`config.mk`:
```
export PLATFORM = sky130hd
export DESIGN_NAME = serial_adder
export DESIGN_NICKNAME = d
export VERILOG_FILES = /design/src/rtl/serial_adder_pkg.sv /design/src/rtl/full_adder_cell.sv /design/src/rtl/half_adder.sv /design/src/rtl/serial_adder.sv
export SDC_FILE = /design/constraint.sdc
export NUM_CORES = 1
export LEC_CHECK = 0
export CAP_MARGIN = 15
export CORE_AREA = 2 2 47 92
export DETAILED_ROUTE_END_ITERATION = 10
export DIE_AREA = 0 0 49 94
export GPL_ROUTABILITY_DRIVEN = 0
export GPL_TIMING_DRIVEN = 0
export PLACE_DENSITY = 0.8
export SLEW_MARGIN = 5
export SYNTH_ARGS = -nofsm -noshare
export SYNTH_HDL_FRONTEND = slang
export SYNTH_SLANG_ARGS = --single-unit
```
`constraint.sdc`:
```
create_clock -name clk_i -period 1.5 [get_ports clk_i]
set_input_delay 0.375 -clock clk_i [delete_from_list [all_inputs] [get_ports clk_i]]
set_output_delay 0.375 -clock clk_i [all_outputs]
set_load 0.05 [all_outputs]
```
`src/rtl/serial_adder_pkg.sv`:
```
// Shared types and constants for the bit-serial adder.
package serial_adder_pkg;

    typedef enum logic [1:0] {StIdle, StRun, StDone} state_e;

    localparam logic RstZero = 1'b0;

    // Bit counter must reach WIDTH-1; keep at least one bit for tiny widths.
    function automatic int unsigned cnt_width(input int unsigned width);
        return (width > 1) ? $clog2(width) : 1;
    endfunction

endpackage

```
`src/rtl/full_adder_cell.sv`:
```
// One-bit full adder built from two half adders and an OR for the carry.
module full_adder_cell (
    input  logic a_i,
    input  logic b_i,
    input  logic cin_i,
    output logic s_o,
    output logic c_o
);

    logic s0, c0, c1;

    half_adder u_ha0 (
        .a_i (a_i),
        .b_i (b_i),
        .s_o (s0),
        .c_o (c0)
    );

    half_adder u_ha1 (
        .a_i (s0),
        .b_i (cin_i),
        .s_o (s_o),
        .c_o (c1)
    );

    assign c_o = c0 | c1;

endmodule

```
`src/rtl/half_adder.sv`:
```
// One-bit half adder; building block of the full-adder cell.
module half_adder (
    input  logic a_i,
    input  logic b_i,
    output logic s_o,
    output logic c_o
);

    assign s_o = a_i ^ b_i;
    assign c_o = a_i & b_i;

endmodule

```
`src/rtl/serial_adder.sv`:
```
// LSB-first bit-serial adder with valid/ready handshakes on both sides.
// Define SERIAL_ADDER_OVF_EN to add the signed-overflow output ovf_o.
module serial_adder
    import serial_adder_pkg::*;
#(
    parameter int unsigned WIDTH = 8
) (
    input  logic             clk_i,
    input  logic             rst_ni,
    input  logic             in_valid_i,
    output logic             in_ready_o,
    input  logic [WIDTH-1:0] a_i,
    input  logic [WIDTH-1:0] b_i,
    input  logic             cin_i,
    output logic             out_valid_o,
    input  logic             out_ready_i,
    output logic [WIDTH-1:0] sum_o,
    output logic             cout_o,
    output logic             busy_o
`ifdef SERIAL_ADDER_OVF_EN
    ,
    output logic             ovf_o
`endif
);

    localparam int unsigned CntW = cnt_width(WIDTH);
    localparam logic [CntW-1:0] LastBit = CntW'(WIDTH - 1);

    state_e            state_q, state_d;
    logic [WIDTH-1:0]  a_sh_q, a_sh_d, b_sh_q, b_sh_d, sum_sh_q, sum_sh_d;
    logic [WIDTH-1:0]  sum_q, sum_d;
    logic [CntW-1:0]   cnt_q, cnt_d;
    logic              carry_q, carry_d, cout_q, cout_d;
    logic              fa_s, fa_c;
`ifdef SERIAL_ADDER_OVF_EN
    logic              ovf_q, ovf_d;
`endif

    full_adder_cell u_fa (
        .a_i   (a_sh_q[0]),
        .b_i   (b_sh_q[0]),
        .cin_i (carry_q),
        .s_o   (fa_s),
        .c_o   (fa_c)
    );

    always_comb begin
        state_d  = state_q;
        a_sh_d   = a_sh_q;
        b_sh_d   = b_sh_q;
        sum_sh_d = sum_sh_q;
        carry_d  = carry_q;
        cnt_d    = cnt_q;
        sum_d    = sum_q;
        cout_d   = cout_q;
`ifdef SERIAL_ADDER_OVF_EN
        ovf_d    = ovf_q;
`endif
        unique case (state_q)
            StIdle: begin
                if (in_valid_i) begin
                    a_sh_d  = a_i;
                    b_sh_d  = b_i;
                    carry_d = cin_i;
                    cnt_d   = '0;
`ifdef SERIAL_ADDER_OVF_EN
                    ovf_d   = RstZero;
`endif
                    state_d = StRun;
                end
            end
            StRun: begin
                sum_sh_d = {fa_s, sum_sh_q[WIDTH-1:1]};
                a_sh_d   = {RstZero, a_sh_q[WIDTH-1:1]};
                b_sh_d   = {RstZero, b_sh_q[WIDTH-1:1]};
                carry_d  = fa_c;
                cnt_d    = cnt_q + CntW'(1);
                if (cnt_q == LastBit) begin
                    sum_d   = sum_sh_d;
                    cout_d  = fa_c;
                    cnt_d   = '0;
`ifdef SERIAL_ADDER_OVF_EN
                    // carry_q is the carry into the MSB on the last bit.
                    ovf_d   = carry_q ^ fa_c;
`endif
                    state_d = StDone;
                end
            end
            StDone: begin
                if (out_ready_i) begin
                    state_d = StIdle;
                end
            end
            default: state_d = StIdle;
        endcase
    end

    always_ff @(posedge clk_i or negedge rst_ni) begin
        if (!rst_ni) begin
            state_q  <= StIdle;
            a_sh_q   <= {WIDTH{RstZero}};
            b_sh_q   <= {WIDTH{RstZero}};
            sum_sh_q <= {WIDTH{RstZero}};
            sum_q    <= {WIDTH{RstZero}};
            cnt_q    <= {CntW{RstZero}};
            carry_q  <= RstZero;
            cout_q   <= RstZero;
`ifdef SERIAL_ADDER_OVF_EN
            ovf_q    <= RstZero;
`endif
        end else begin
            state_q  <= state_d;
            a_sh_q   <= a_sh_d;
            b_sh_q   <= b_sh_d;
            sum_sh_q <= sum_sh_d;
            sum_q    <= sum_d;
            cnt_q    <= cnt_d;
            carry_q  <= carry_d;
            cout_q   <= cout_d;
`ifdef SERIAL_ADDER_OVF_EN
            ovf_q    <= ovf_d;
`endif
        end
    end

    assign in_ready_o  = (state_q == StIdle);
    assign out_valid_o = (state_q == StDone);
    assign busy_o      = (state_q != StIdle);
    assign sum_o       = sum_q;
    assign cout_o      = cout_q;
`ifdef SERIAL_ADDER_OVF_EN
    assign ovf_o       = ovf_q;
`endif

endmodule

```
After elaboration in Yosys (flattened, before gate mapping)
Cells that the tools add are included.

Bitwise operators: 5. Reduce and logical (&&, ||, !) cells: 6. Equality and inequality tests: 6. Multiplexer cells: 13. Divide/modulo/power cells: 0. Shift-type cells: 0. Order comparisons: 0. Multipliers: 0. Add/subtract/negate cells: 1.

Operators by type and width (number): 8-bit case mux with 2 select lines (2); 8-bit two-way mux (2); 2-bit two-way mux (3); 3-bit two-way mux (2); 2-bit case mux with 3 select lines (1); 3-bit case mux with 2 select lines (1); 2-bit inequality test, second input constant (2); 2-bit AND reduction (2); 2-bit nonzero test (2); 3-bit by 1-bit adder with 3-bit output, second input constant (1); 3-bit == test, second input constant (1); 3-bit AND reduction (1); 1-bit AND (2); 2-bit by 1-bit == test with 1-bit output, second input constant (1); 2-bit == test, second input constant (1); 2-bit logical NOT (1); 2-bit by 1-bit inequality test with 1-bit output, second input constant (1); 1-bit case mux with 2 select lines (1); 1-bit bitwise XOR (2); 1-bit two-way mux (1); 1-bit OR (1).

Output and inout bits: 12. Memories kept: 0. Bits in registers: 39. RAM bits: 0. Memory bits (read-only): 0. Logic and storage cells: 39. Bits in latches: 0.

Longest topological paths before layout
Depth in word-level cells: 4. Depth in mapped cells: 5. Gate-level depth less buffers: 4.

By module
A second synthesis with hierarchy kept.

Cell total of the unflattened synthesis: 138. Area total of the unflattened synthesis: 1775.5 µm².

Modules (own cells, without submodules): serial_adder (times used 1, area each 1744.2 µm², sequential area each 950.9 µm², cells each 135); half_adder (times used 2, area each 12.5 µm², sequential area each 0.0 µm², cells each 1); full_adder_cell (times used 1, area each 6.3 µm², sequential area each 0.0 µm², cells each 1).

Least setup slack after synthesis
Ideal clock, no wire load.

Path type: register to output. Start: reg state_q[0]. End: out in_ready_o. Buffers on the path: 2. Arrival: 1.434 ns. Data required time: 1.125 ns. Stages on the path, launching flop included: 5. Path slack: -0.309 ns. Path through: dfrtp_1 buf_6 clkbuf_1 or2_2 inv_1.

Cells in the longest elaborated chain, start to end: 1.

Ends and longest elaborated chain: start, declared (line serial_adder.sv:29) `state_e state_q, state_d;`; start signal, assigned (line serial_adder.sv:100) `state_q <= StIdle;`; start signal, assigned (line serial_adder.sv:112) `state_q <= state_d;`; 2-bit logical NOT (line serial_adder.sv:126) `assign in_ready_o = (state_q == StIdle);`; end, declared (line serial_adder.sv:11) `output logic in_ready_o,`.

Every way passes these cells.

Final worst setup path
Ends and elaborated chain as after synthesis.

==> results.ini <==
[logic_synthesis]
synth.net_count = 145
post-synth-top-area-cell = dfrtp_1
synth_edf_count = 0
synthTopCellsByCount = dfrtp_1, mux2_2, o221a_2, or4b_1, buf_2
async_flop_share = 1.00
synthCells = 121
synth_ff_type = dfrtp_1
synth-warning-count = 0
synth_cell_type_count = 24
yosys.area_share.xor_xnor = 0
ys_top_cells_by_area = dfrtp_1, mux2_2, o221a_2
synth_top_family_by_area = compound AO/OA/AOI/OAI gates
yosysSeqAreaShare = 0.551
netlist_area_mm2 = 0.00173
synth.avg_cell_area_um2 = 14.3
yosys.area_share.simple = 0.136
synth-compound-area-share = 0.139
synth_fa_ha_area_frac = 0.0261
synth_most_common_cell = dfrtp_1
ys_ff_latch = 38
netlist.area_leader.share = 0.551
synth.area.mux_share = 0.104

[outcome]
outcome = finished with violations
violations = setup timing

[sta]
tightest_slew_ns = 0.829
report.final.slew_viol_count = 0
final_hold_viol_count = 0
fmax_mhz = 585
finalSetupViolations = 14
min_period_ns = 1.71
setup_slack_ns = -0.210
fin_skew_ns = 0.00609
rsz0062_at_grt = yes
hold_slack_ns = 0.181
maxSlewHeadroom = 0.447
fin_crit_sh = 1.14

[clock_tree]
cts_buffer_depth = 2
cts-root-buf = clkbuf_8
cts_sinks = 38
cts_tree = built
cts_made_buffers = 5
clock_latency_ns = 0.29
path_clk_slew_ns = 0.07
h-tree-depth = 2
hold_buffers = 0

[setup_path]
critical_path_class = flip-flop to output pin
cp_cell_sequence = clkbuf_8, or2_4, clkinvlp_4, buf_8
crit_arrival_ns = 1.34
timing.critical_path.to_type = output pin
cpLargestDelayFamily = flip-flops
cp_num_buf_inv = 3
crit_slowest_cell = dfrtp_1
start_kind = flip-flop
critical_path_required_ns = 1.12
worstPathMaxFanout = 2
max_stage_delay_ns = 0.43

[power_and_ir_drop]
p_per_area_mw_per_mm2 = 2210
ir_worst_vdd_uv = 1670
p_leak_nw = 1.09

[place]
dpl.hpwl_um = 2630
dp_cells = 204
io_buffers = 32

[die]
chipHeight_um = 94
die_w_um = 49
start_util = 0.444
die_area_mm2 = 0.00461
coreArea_mm2 = 0.00388
io_pins = 33
num_rows = 32

[finish]
syn2layout_area_growth_pct = 44.2
antenna_cells = 0
nets = 196
layout-drive-gt1-share = 0.503
fillers = 303
instances_no_fill = 224

[grt]
grt_pass1_wl_um = 6440
grt_pass1_vias = 1309
grt_use_total = 0.187
antenna_found_initial = 0
grt_overflow_total = 0
grt_max_degree = 39

[job]
maxCapViolCount = 0

[drt]
ant_nets = 0
firstDrtPassIters = 4
routedWlPerCell_um = 18.5
vias = 1255
routed_wirelength_um = 4130
drt_iter0_drc = 25
drc = 0
viasPerCell = 5.60

[hold_path]
hold_path_class = input port to async pin

-- state kept, by name, indices dropped and copies added (netlist names) --
name,cells
sum_o,8
cnt_q,3
state_q,2
a_sh_q,8
sum_sh_q,7
cout_o,1
carry_q,1
b_sh_q,8
-- power by group --
group          leakage (nW)  internal [W]  switching, W  total [W]
clock network        0.0524      0.000497      0.000349   0.000847
registers             0.449       0.00152      0.000363    0.00188
logic                 0.588       0.00148       0.00131    0.00278
-- area by class of cell --
cell class              count  area [µm²]  area share
flip-flops and latches     38         952       0.383
multi-input cells          70         808       0.325
repair buffers             45         448       0.180
plain buffers              10        98.8      0.0397
clock buffers               7        76.3      0.0307
well taps                  51        63.8      0.0256
clock inverters             1        30.0      0.0121
inverters                   2        11.3     0.00452
-- routing by layer --
metal,wire length (µm),GRT usage
met1,1540,0.208
met2,2340,0.341
met3,149,0.0366
met4,102,0.0810
met5,0,0
-- worst reg2reg max path, delay by kind of cell (launching register included) --
family	cells	cell delay (ns)
simple gates	1	0.52
flops	1	0.43
compound gates	1	0.13
buf+inv	3	0.41
-- through the flow --
stage               setup TNS, ns  cell area [µm²]  power (W)  setup slack, ns  utilization
finish                      -1.29             2490    0.00551           -0.210        0.641
global placement           -34.06             2130    0.00404           -0.728        0.547
global route                -1.96             2490    0.00580           -0.247        0.641
CTS                         -1.06             2340    0.00517           -0.248        0.602
floorplan                 -0.0457             1740    0.00348          -0.0457            -
detailed placement          -7.47             2120    0.00418           -0.626        0.546
-- cells in the final DEF, fill, tap and decap left out, drive strengths merged, types with 2 or more instances in the layout --
| cell | n |
|---|---|
| clkdlybuf4s50 | 18 |
| a211o | 2 |
| clkbuf | 9 |
| ha | 2 |
| dfrtp | 38 |
| nor4bb | 2 |
| or4b | 15 |
| a22o | 3 |
| mux2 | 16 |
| buf | 26 |
| nand2b | 4 |
| clkdlybuf4s15 | 8 |
| o221a | 15 |
| nor3b | 2 |
-- kinds of logic after synthesis --
logic type               count (synthesis)
AO/OA/AOI/OAI                           24
adder cells (fa/ha/maj)                  3
buffers and inverters                   13
flip-flops                              38
multiplexers                            16
AND/OR/NAND/NOR                         27
-- path summary, 6_finish.rpt --
path	startpoint	endpoint	slack [ns]	cells after the start
hold reg to reg	sum_o[6]$_DFFE_PN0P_	sum_o[6]$_DFFE_PN0P_	0.51	1
setup reg to reg	state_q[0]$_DFFE_PN0P_	b_sh_q[6]$_DFFE_PN0P_	-0.10	5
max in group asynchronous	rst_ni	state_q[1]$_DFFE_PN0P_	0.75	1
hold / removal	rst_ni	sum_o[0]$_DFFE_PN0P_	0.18	1
setup / recovery	state_q[0]$_DFFE_PN0P_	in_ready_o	-0.21	4
min in group clk_i	sum_o[6]$_DFFE_PN0P_	sum_o[6]$_DFFE_PN0P_	0.51	1
-- what timing repair did --
item                                    CTS  global route
pin swaps                                 5             6
resized for setup                        62            27
cloned                                    1             0
buffers inserted                          6             6
endpoints found under the setup margin   26            32
Power figures use the tool's default switching activity.
